## config.mk

```make
export PLATFORM = sky130hd
export DESIGN_NAME = sos_sample_feeder_flat
export DESIGN_NICKNAME = d
export VERILOG_FILES = /design/src/rtl/sos_sample_feeder_if.sv /design/src/rtl/sos_sample_feeder.sv /design/src/flat_wrapper.sv
export SDC_FILE = /design/constraint.sdc
export NUM_CORES = 1
export LEC_CHECK = 0
export ABC_CLOCK_PERIOD_IN_PS = 3490
export CAP_MARGIN = 20
export CORE_MARGIN = 4
export CORE_UTILIZATION = 58
export DETAILED_ROUTE_END_ITERATION = 6
export PLACE_DENSITY = 0.79
export SYNTH_ARGS = -nofsm -noshare
export SYNTH_HDL_FRONTEND = slang
export SYNTH_SLANG_ARGS = --single-unit
```

## constraint.sdc

```tcl
create_clock -name CLK -period 3.49 [get_ports CLK]
set_input_delay 0.349 -clock CLK [delete_from_list [all_inputs] [get_ports CLK]]
set_output_delay 0.349 -clock CLK [all_outputs]
set_load 0.03 [all_outputs]
```

## src/rtl/sos_sample_feeder_if.sv

```systemverilog
// Source-sample stream (valid/ready/data) feeding sos_sample_feeder.
interface sos_sample_feeder_if #(
  parameter int unsigned W = 16
) ();
  logic         s_valid;
  logic         s_ready;
  logic [W-1:0] s_data;

  modport master (output s_valid, output s_data, input s_ready);
  modport slave  (input s_valid, input s_data, output s_ready);
endinterface

```

## src/rtl/sos_sample_feeder.sv

```systemverilog
// Input stage of the SOS cascade: FIFO, Q1.15 -> Q2.10 round/saturate, one x update every DIV clocks.
// Define SOS_FEED_HOLD_EN to make an empty-FIFO tick hold the previous x instead of forcing 0.
module sos_sample_feeder #(
  parameter int unsigned WI_S   = 1,
  parameter int unsigned WF_S   = 15,
  parameter int unsigned WI_OUT = 2,
  parameter int unsigned WF_OUT = 10,
  parameter int unsigned DEPTH  = 8,
  parameter int unsigned DIV    = 4
) (
  input  logic                         CLK,
  input  logic                         rst,
  sos_sample_feeder_if.slave           s,
  output logic [WI_OUT+WF_OUT-1:0]     x,
  output logic                         x_strobe,
  output logic                         underrun,
  output logic [$clog2(DEPTH):0]       level
);

  localparam int unsigned WS     = WI_S + WF_S;
  localparam int unsigned WO     = WI_OUT + WF_OUT;
  localparam int unsigned AW     = $clog2(DEPTH);
  localparam int unsigned CW     = $clog2(DIV);
  localparam int unsigned SH     = WF_S - WF_OUT;
  localparam int unsigned WW     = (((WS + 1) > WO) ? (WS + 1) : WO) + 1;
  localparam int unsigned RND_SH = (SH > 0) ? (SH - 1) : 0;

  localparam logic [WW-1:0]        RND   = (SH > 0) ? (WW'(1) << RND_SH) : '0;
  localparam logic signed [WW-1:0] MAX_V = $signed((WW'(1) << (WO - 1)) - WW'(1));
  localparam logic signed [WW-1:0] MIN_V = -MAX_V - WW'(1);

  logic [WS-1:0]   mem_q [DEPTH];
  logic [AW-1:0]   wr_ptr_q, wr_ptr_d, rd_ptr_q, rd_ptr_d;
  logic [AW:0]     level_q, level_d;
  logic [CW-1:0]   cnt_q, cnt_d;
  logic [WO-1:0]   x_q, x_d;
  logic            strobe_q, strobe_d;
  logic            underrun_q, underrun_d;
  logic            ready_q, ready_d;

  logic            tick, empty, push, pop;
  logic [WS-1:0]   head;
  logic signed [WW-1:0] ext, sum, t;
  logic [WO-1:0]   conv;

  assign tick  = (cnt_q == CW'(DIV - 1));
  assign empty = (level_q == '0);
  assign push  = s.s_valid & ready_q;
  assign pop   = tick & ~empty;
  assign head  = mem_q[rd_ptr_q];

  // Widened intermediate keeps the rounding add from wrapping near full scale.
  always_comb begin
    ext = {{(WW - WS){head[WS-1]}}, head};
    sum = ext + $signed(RND);
    t   = sum >>> SH;
    if (t > MAX_V) begin
      conv = MAX_V[WO-1:0];
    end else if (t < MIN_V) begin
      conv = MIN_V[WO-1:0];
    end else begin
      conv = t[WO-1:0];
    end
  end

  always_comb begin
    wr_ptr_d   = push ? wr_ptr_q + AW'(1) : wr_ptr_q;
    rd_ptr_d   = pop  ? rd_ptr_q + AW'(1) : rd_ptr_q;
    level_d    = level_q + (AW + 1)'(push) - (AW + 1)'(pop);
    ready_d    = (level_d != (AW + 1)'(DEPTH));
    cnt_d      = tick ? '0 : cnt_q + CW'(1);
    strobe_d   = tick;
    underrun_d = underrun_q | (tick & empty);
    x_d        = x_q;
    if (pop) begin
      x_d = conv;
    end else if (tick) begin
`ifdef SOS_FEED_HOLD_EN
      x_d = x_q;
`else
      x_d = '0;
`endif
    end
  end

  always_ff @(posedge CLK or negedge rst) begin
    if (!rst) begin
      wr_ptr_q   <= '0;
      rd_ptr_q   <= '0;
      level_q    <= '0;
      ready_q    <= 1'b0;
      cnt_q      <= '0;
      x_q        <= '0;
      strobe_q   <= 1'b0;
      underrun_q <= 1'b0;
    end else begin
      wr_ptr_q   <= wr_ptr_d;
      rd_ptr_q   <= rd_ptr_d;
      level_q    <= level_d;
      ready_q    <= ready_d;
      cnt_q      <= cnt_d;
      x_q        <= x_d;
      strobe_q   <= strobe_d;
      underrun_q <= underrun_d;
    end
  end

  // Storage needs no reset: occupancy is tracked by the pointers and level.
  always_ff @(posedge CLK) begin
    if (push) begin
      mem_q[wr_ptr_q] <= s.s_data;
    end
  end

  assign s.s_ready = ready_q;
  assign x         = x_q;
  assign x_strobe  = strobe_q;
  assign underrun  = underrun_q;
  assign level     = level_q;

endmodule

```

## src/flat_wrapper.sv

```systemverilog
// flat-port wrapper written by rule: the top's interface ports become plain ports
module sos_sample_feeder_flat 
#(
  parameter int unsigned WI_S   = 1,
  parameter int unsigned WF_S   = 15,
  parameter int unsigned WI_OUT = 2,
  parameter int unsigned WF_OUT = 10,
  parameter int unsigned DEPTH  = 8,
  parameter int unsigned DIV    = 4
)
  (CLK, rst, x, x_strobe, underrun, level, s_s_valid, s_s_data, s_s_ready);
  sos_sample_feeder_if #(.W(16)) s_i ();
  input  logic CLK;
  input  logic rst;
  output logic [WI_OUT+WF_OUT-1:0] x;
  output logic x_strobe;
  output logic underrun;
  output logic [$clog2(DEPTH):0] level;
  input wire logic [$bits(s_i.s_valid)-1:0] s_s_valid;
  input wire logic [$bits(s_i.s_data)-1:0] s_s_data;
  output wire logic [$bits(s_i.s_ready)-1:0] s_s_ready;
  assign s_i.s_valid = s_s_valid;
  assign s_i.s_data = s_s_data;
  assign s_s_ready = s_i.s_ready;
  sos_sample_feeder #(.WI_S(WI_S), .WF_S(WF_S), .WI_OUT(WI_OUT), .WF_OUT(WF_OUT), .DEPTH(DEPTH), .DIV(DIV)) u_core (.CLK(CLK), .rst(rst), .s(s_i), .x(x), .x_strobe(x_strobe), .underrun(underrun), .level(level));
endmodule
```

# Yosys cells after proc, flatten, opt, wreduce, memory -nomap -nowiden
# Memories as Yosys holds them, arrays and structs flattened.
# Cells that the tools add are included.
# totals
ff_bits,27
ram_bits,128
in_bits,19
out_inout_bits,19
wordCells,33
memories,1
# classes
addsub,6
magnitude_cmp,2
eq_ne,2
n_mux,7
bitwise_logic,5
reduce_logical,2
# memory_table
name,depth,word_bits,rd,rd_clocked_by_memory_dff,wr,line,source
u_core.mem_q,8,16,1,0,1,sos_sample_feeder.sv:32,logic [WS-1:0] mem_q [DEPTH];
# ops
cell,count
2-to-1 mux 12 bit,4
adder 16 x 6 -> 17 bit (second input constant),1
> comparator 12 bit (second input constant),1
< comparator 12 bit (second input constant),1
adder 3 x 1 -> 3 bit (second input constant),2
adder 4 x 1 -> 4 bit,1
logical NOT 4 bit,1
!= test 4 bit (second input constant),1
subtractor 4 x 1 -> 4 bit,1
AND 1 bit,3
adder 2 x 1 -> 2 bit (second input constant),1
equality test 2 bit (second input constant),1
2-to-1 mux 1 bit,2
2-to-1 mux 2 bit,1
nonzero test 2 bit,1
NOT 1 bit,1
bitwise OR 1 bit,1

# Depth between registers and ports, before layout
# An unclocked memory read counts as a cell.
# depth
word_depth,6
ltp_mapped,13
mapped_depth_nobuf,12

# Worst setup path after synthesis
# OpenSTA, ideal clock, no wires.
# synth_timing
path_type,flip-flop to flip-flop
startpoint,"reg u_core.level_q[2], in the netlist u_core.level[2]"
endpoint,"reg u_core.ready_q, in the netlist u_core.s.s_ready"
setup_ns,0.146
arrival_time_ns,3.218
required_time_ns,3.344
setup_slack_ns,0.126
path_stages_with_launch,14
n_path_buf,1
cell_sequence,dfrtp_1 inv_1 ha_1 nor3b_1 nand2b_1 inv_1 buf_1 ha_1 inv_1 ha_1 inv_1 fa_1 inv_1 or4b_2
# synth_via
elab_chain_len,5
elab_cells_between_ends,6
classes_between,2 x add/sub; 1 x eq/ne; 2 x bitwise; 1 x reduce/logical
# synth_rtl
item,line,source
"start, declared",sos_sample_feeder.sv:34,"logic [AW:0] level_q, level_d;"
"start signal, assigned",sos_sample_feeder.sv:99,level_q <= level_d;
logical NOT 4 bit,sos_sample_feeder.sv:47,assign empty = (level_q == '0);
NOT 1 bit,sos_sample_feeder.sv:49,assign pop = tick & ~empty;
AND 1 bit,sos_sample_feeder.sv:49,
net u_core.pop,sos_sample_feeder.sv:41,"logic tick, empty, push, pop;"
subtractor 4 x 1 -> 4 bit,sos_sample_feeder.sv:69,level_d = level_q + (AW + 1)'(push) - (AW + 1)'(pop);
net u_core.level_d[1],sos_sample_feeder.sv:34,
!= test 4 bit,sos_sample_feeder.sv:70,ready_d = (level_d != (AW + 1)'(DEPTH));
net u_core.ready_d,sos_sample_feeder.sv:39,"logic ready_q, ready_d;"
"end signal, assigned",sos_sample_feeder.sv:100,ready_q <= ready_d;
"end, declared",sos_sample_feeder.sv:39,
# The timed path passes the listed nets, and every way through them passes these cells.
# A chain may end at the register's enable or synchronous reset.

# Worst setup path after layout
# layout_timing
startpoint,"reg u_core.level_q[2], in the netlist u_core.level[2]"
endpoint,"reg u_core.ready_q, in the netlist u_core.s.s_ready"
# layout_via
elab_chain_len,5
elab_cells_between_ends,6
classes_between,2 x add/sub; 1 x eq/ne; 2 x bitwise; 1 x reduce/logical
# layout_rtl
item,line
logical NOT 4 bit,sos_sample_feeder.sv:47
NOT 1 bit,sos_sample_feeder.sv:49
AND 1 bit,sos_sample_feeder.sv:49
subtractor 4 x 1 -> 4 bit,sos_sample_feeder.sv:69
net u_core.level_d[1],sos_sample_feeder.sv:34
!= test 4 bit,sos_sample_feeder.sv:70
net u_core.ready_d,sos_sample_feeder.sv:39
# The timed path passes the listed nets, and every way through them passes these cells.

==> qor.txt <==
Status - finished, final reports clean
Critical path type - reg -> reg
Clock slew at reported path FFs - 0.06 ns
Fmax - 322 MHz
CP startpoint - u_core.level[2]$_DFF_PN0_
Slew Viols, Final - 0
CP Max Fanout - 5
Mapped Cells - 271
Final Instance Count excl. Fillers - 445
IO Count - 38
Gr busiest metal - met2
Filler cells - 483
Final min period - 3.11 ns
EDFF count, synth - 96
Number of global-route vias before repair - 2,804
First-pass DRT Iterations - 6
Rows - 33
CTS resizes - 0
Register area - 0.00356 mm²
Path depth of the worst reg2reg path - 12
Synth warn - 0
Prevailing post-synth register cell - edfxtp_1
Met1 usage - 27.9%
Syn_area_per_cell - 18.8 µm²
Total Power - 0.00590 W
Pwr/cell area - 944 mW/mm²
IO Port Bufs - 33
Worst VDD drop - 0.485 mV
WP data arrival - 3.48 ns
DRC - 0
Dpl hpwl - 5850 µm
Final Hold Viols - 0
Synthesis-stage register bit count - 123
WHS - 0.148 ns
Final net count - 357
Via count - 2,684
CORE AREA - 0.00838 mm²
Area of the multi-input gates - 0.00145 mm²
Area delta synth->final - 22.9%
Die area - 0.0103 mm²
Routed vias/inst - 6.03
Pin count of the biggest net entering global routing - 26
1st-iter DRT viols - 190
ANT nets after route - 0
First-pass GRT wire length - 15,500 µm
CP required - 3.86 ns
Async set-reset flop share out of synthesis - 22.0%
Post-synth top area share - 56.7%
Clock sinks - 123
Antenna violations before repair - 0
Max Cap Viol - 0
Die Y - 102 µm
Reg-to-reg startpoint - u_core.level[2]$_DFF_PN0_
Share of cells above drive strength 1 - 25.3%
Fin crit share - 89.0%
Least-Margin Pin Slew - 0.915 ns
Top area cells in the synthesized netlist - edfxtp_1 57%, dfrtp_1 13%, mux4_2 9.7%
Post-Syn Nets - 301
H-tree depth - 4
Post-CTS setup buffer count - 0
Final setup vio count - 0
HP Class - in -> async
Initial core utilization - 60.7%
Antenna Cells - 0
Top-count cell post-synth - edfxtp_1
Global-route met3 utilization - 5.79%
Clk_skew - 0.00564 ns
CTS Buffer Depth - 2
Setup crit start kind - flop
Hold-fix buffers at CTS - 0
CTS tree - built
Top cells by count, synth - 96 x edfxtp_1, 27 x dfrtp_1, 22 x mux4_2, 12 x nand2_1, 11 x inv_1
Latest clock arrival within the worst-skew pair - 0.51 ns
Mapped Area - 0.00509 mm²
Setup TNS - 0 ns
DRT Wirelength - 9560 µm
Die X - 102 µm
WL per Instance - 21.5 µm
Slew HR - 39.0%
R2R Setup Slk - 0.38 ns
CTS Root Cell - clkbuf_8
Post-synth top area cell - edfxtp_1
Total track usage - 21.1%
Synth cell types - 46
RR Endpoint - u_core.s.s_ready$_DFF_PN0_
GPL Wtd Cong - 0.779
Met2 usage - 33.6%
Placed cells - 413
Worst setup EP type - flop
Sequential area share after synthesis - 70.0%
P_leak - 2.23 nW
Place WS - 0.398 ns
Worst setup margin - 0.383 ns
Grt ovf - 0
Unrepaired setup endpoints after global routing - no
CTS buffer count - 17
[through the flow]
stage	utilization (%)	instance area, µm²
CTS	74.6	6250
detailed placement	67.2	5630
floorplan	-	5090
global placement	66.9	5610
finish	74.6	6250
global route	74.6	6250
[worst max-delay path, stage by stage (launching register included)]
cell and delay, ns:
dfrtp_1 0.38, inv_1 0.08, ha_1 0.14, nor3b_1 0.23, nand2b_1 0.30, inv_1 0.11, ha_1 0.29, inv_1 0.06
ha_1 0.15, inv_1 0.05, fa_1 0.48, inv_1 0.05, or4b_2 0.66
[where the power goes]
group / total [W] / switching [W] / internal, W / leakage [nW]
clock network: 0.00179 / 0.000598 / 0.00119 / 0.294
logic: 0.00203 / 0.00110 / 0.000928 / 0.746
registers: 0.00208 / 0.000190 / 0.00189 / 1.19
total: 0.00590 / 0.00189 / 0.00401 / 2.23
[layout by cell type, fill, tap and decap left out, types with 2 or more instances in the layout]
cell type	n
clkinvlp_4	3
clkbuf_16	16
or3b_1	2
a21oi_1	2
mux2i_2	2
a32o_1	6
dfrtp_1	27
clkdlybuf4s50_1	33
a21o_1	3
clkbuf_8	3
a22o_1	4
buf_4	13
mux2i_1	4
mux2_2	9
bufinv_16	4
nor2_1	6
inv_1	11
ha_1	10
nor3_2	4
mux4_1	2
nand3_1	4
clkinv_2	3
edfxtp_1	96
nand2_1	12
xnor2_1	8
nand4_1	4
mux4_2	22
nand2b_1	3
[state kept, by name, indices dropped and copies added, names as in the netlist]
signal / flops
u_core.mem_q: 96
u_core.x: 12
u_core.level: 4
u_core.rd_ptr_q: 3
u_core.wr_ptr_q: 3
u_core.cnt_q: 2
u_core.s.s_ready: 1
u_core.underrun: 1
u_core.x_strobe: 1
[cell families (layout without fill, tap and decap cells)]
group	count (synthesis)	count (layout)	synth area share, %
compound gates	21	21	3.79
simple gates	46	46	5.22
flops	123	123	70.0
mux	40	40	14.5
fa+ha+maj	11	11	2.85
buf+inv	21	90	2.09
xor+xnor	9	9	1.55
[worst max-delay path by stage]
| stage | slack [ns] | end | cells past startpoint |
|---|---|---|---|
| after global routing | 0.16 | u_core.s.s_ready$_DFF_PN0_ | 12 |
| after CTS | 0.35 | u_core.s.s_ready$_DFF_PN0_ | 12 |
| after detailed placement | 0.40 | u_core.s.s_ready$_DFF_PN0_ | 12 |
| after floorplan | 0.13 | u_core.s.s_ready$_DFF_PN0_ | 13 |
| after global placement | 0.44 | u_core.s.s_ready$_DFF_PN0_ | 12 |
| final | 0.38 | u_core.s.s_ready$_DFF_PN0_ | 12 |
[final cells by class]
| cell class | instances | area share, % |
|---|---|---|
| sequential | 123 | 56.9 |
| multi-input combinational | 127 | 23.2 |
| timing repair buffer | 47 | 7.29 |
| clock buffer | 20 | 7.13 |
| clock inverter | 12 | 2.72 |
| tap | 105 | 2.10 |
| inverter | 11 | 0.661 |
[routing by layer]
metal  vias up  wire [µm]  part of all wire (%)
met1      1375       3990                    42
met4         0        136                   1.4
met2        94       4840                    51
met5         -          0                     0
met3        15        599                   6.3
li1       1200          -                     -
Power figures use the tool's default switching activity.
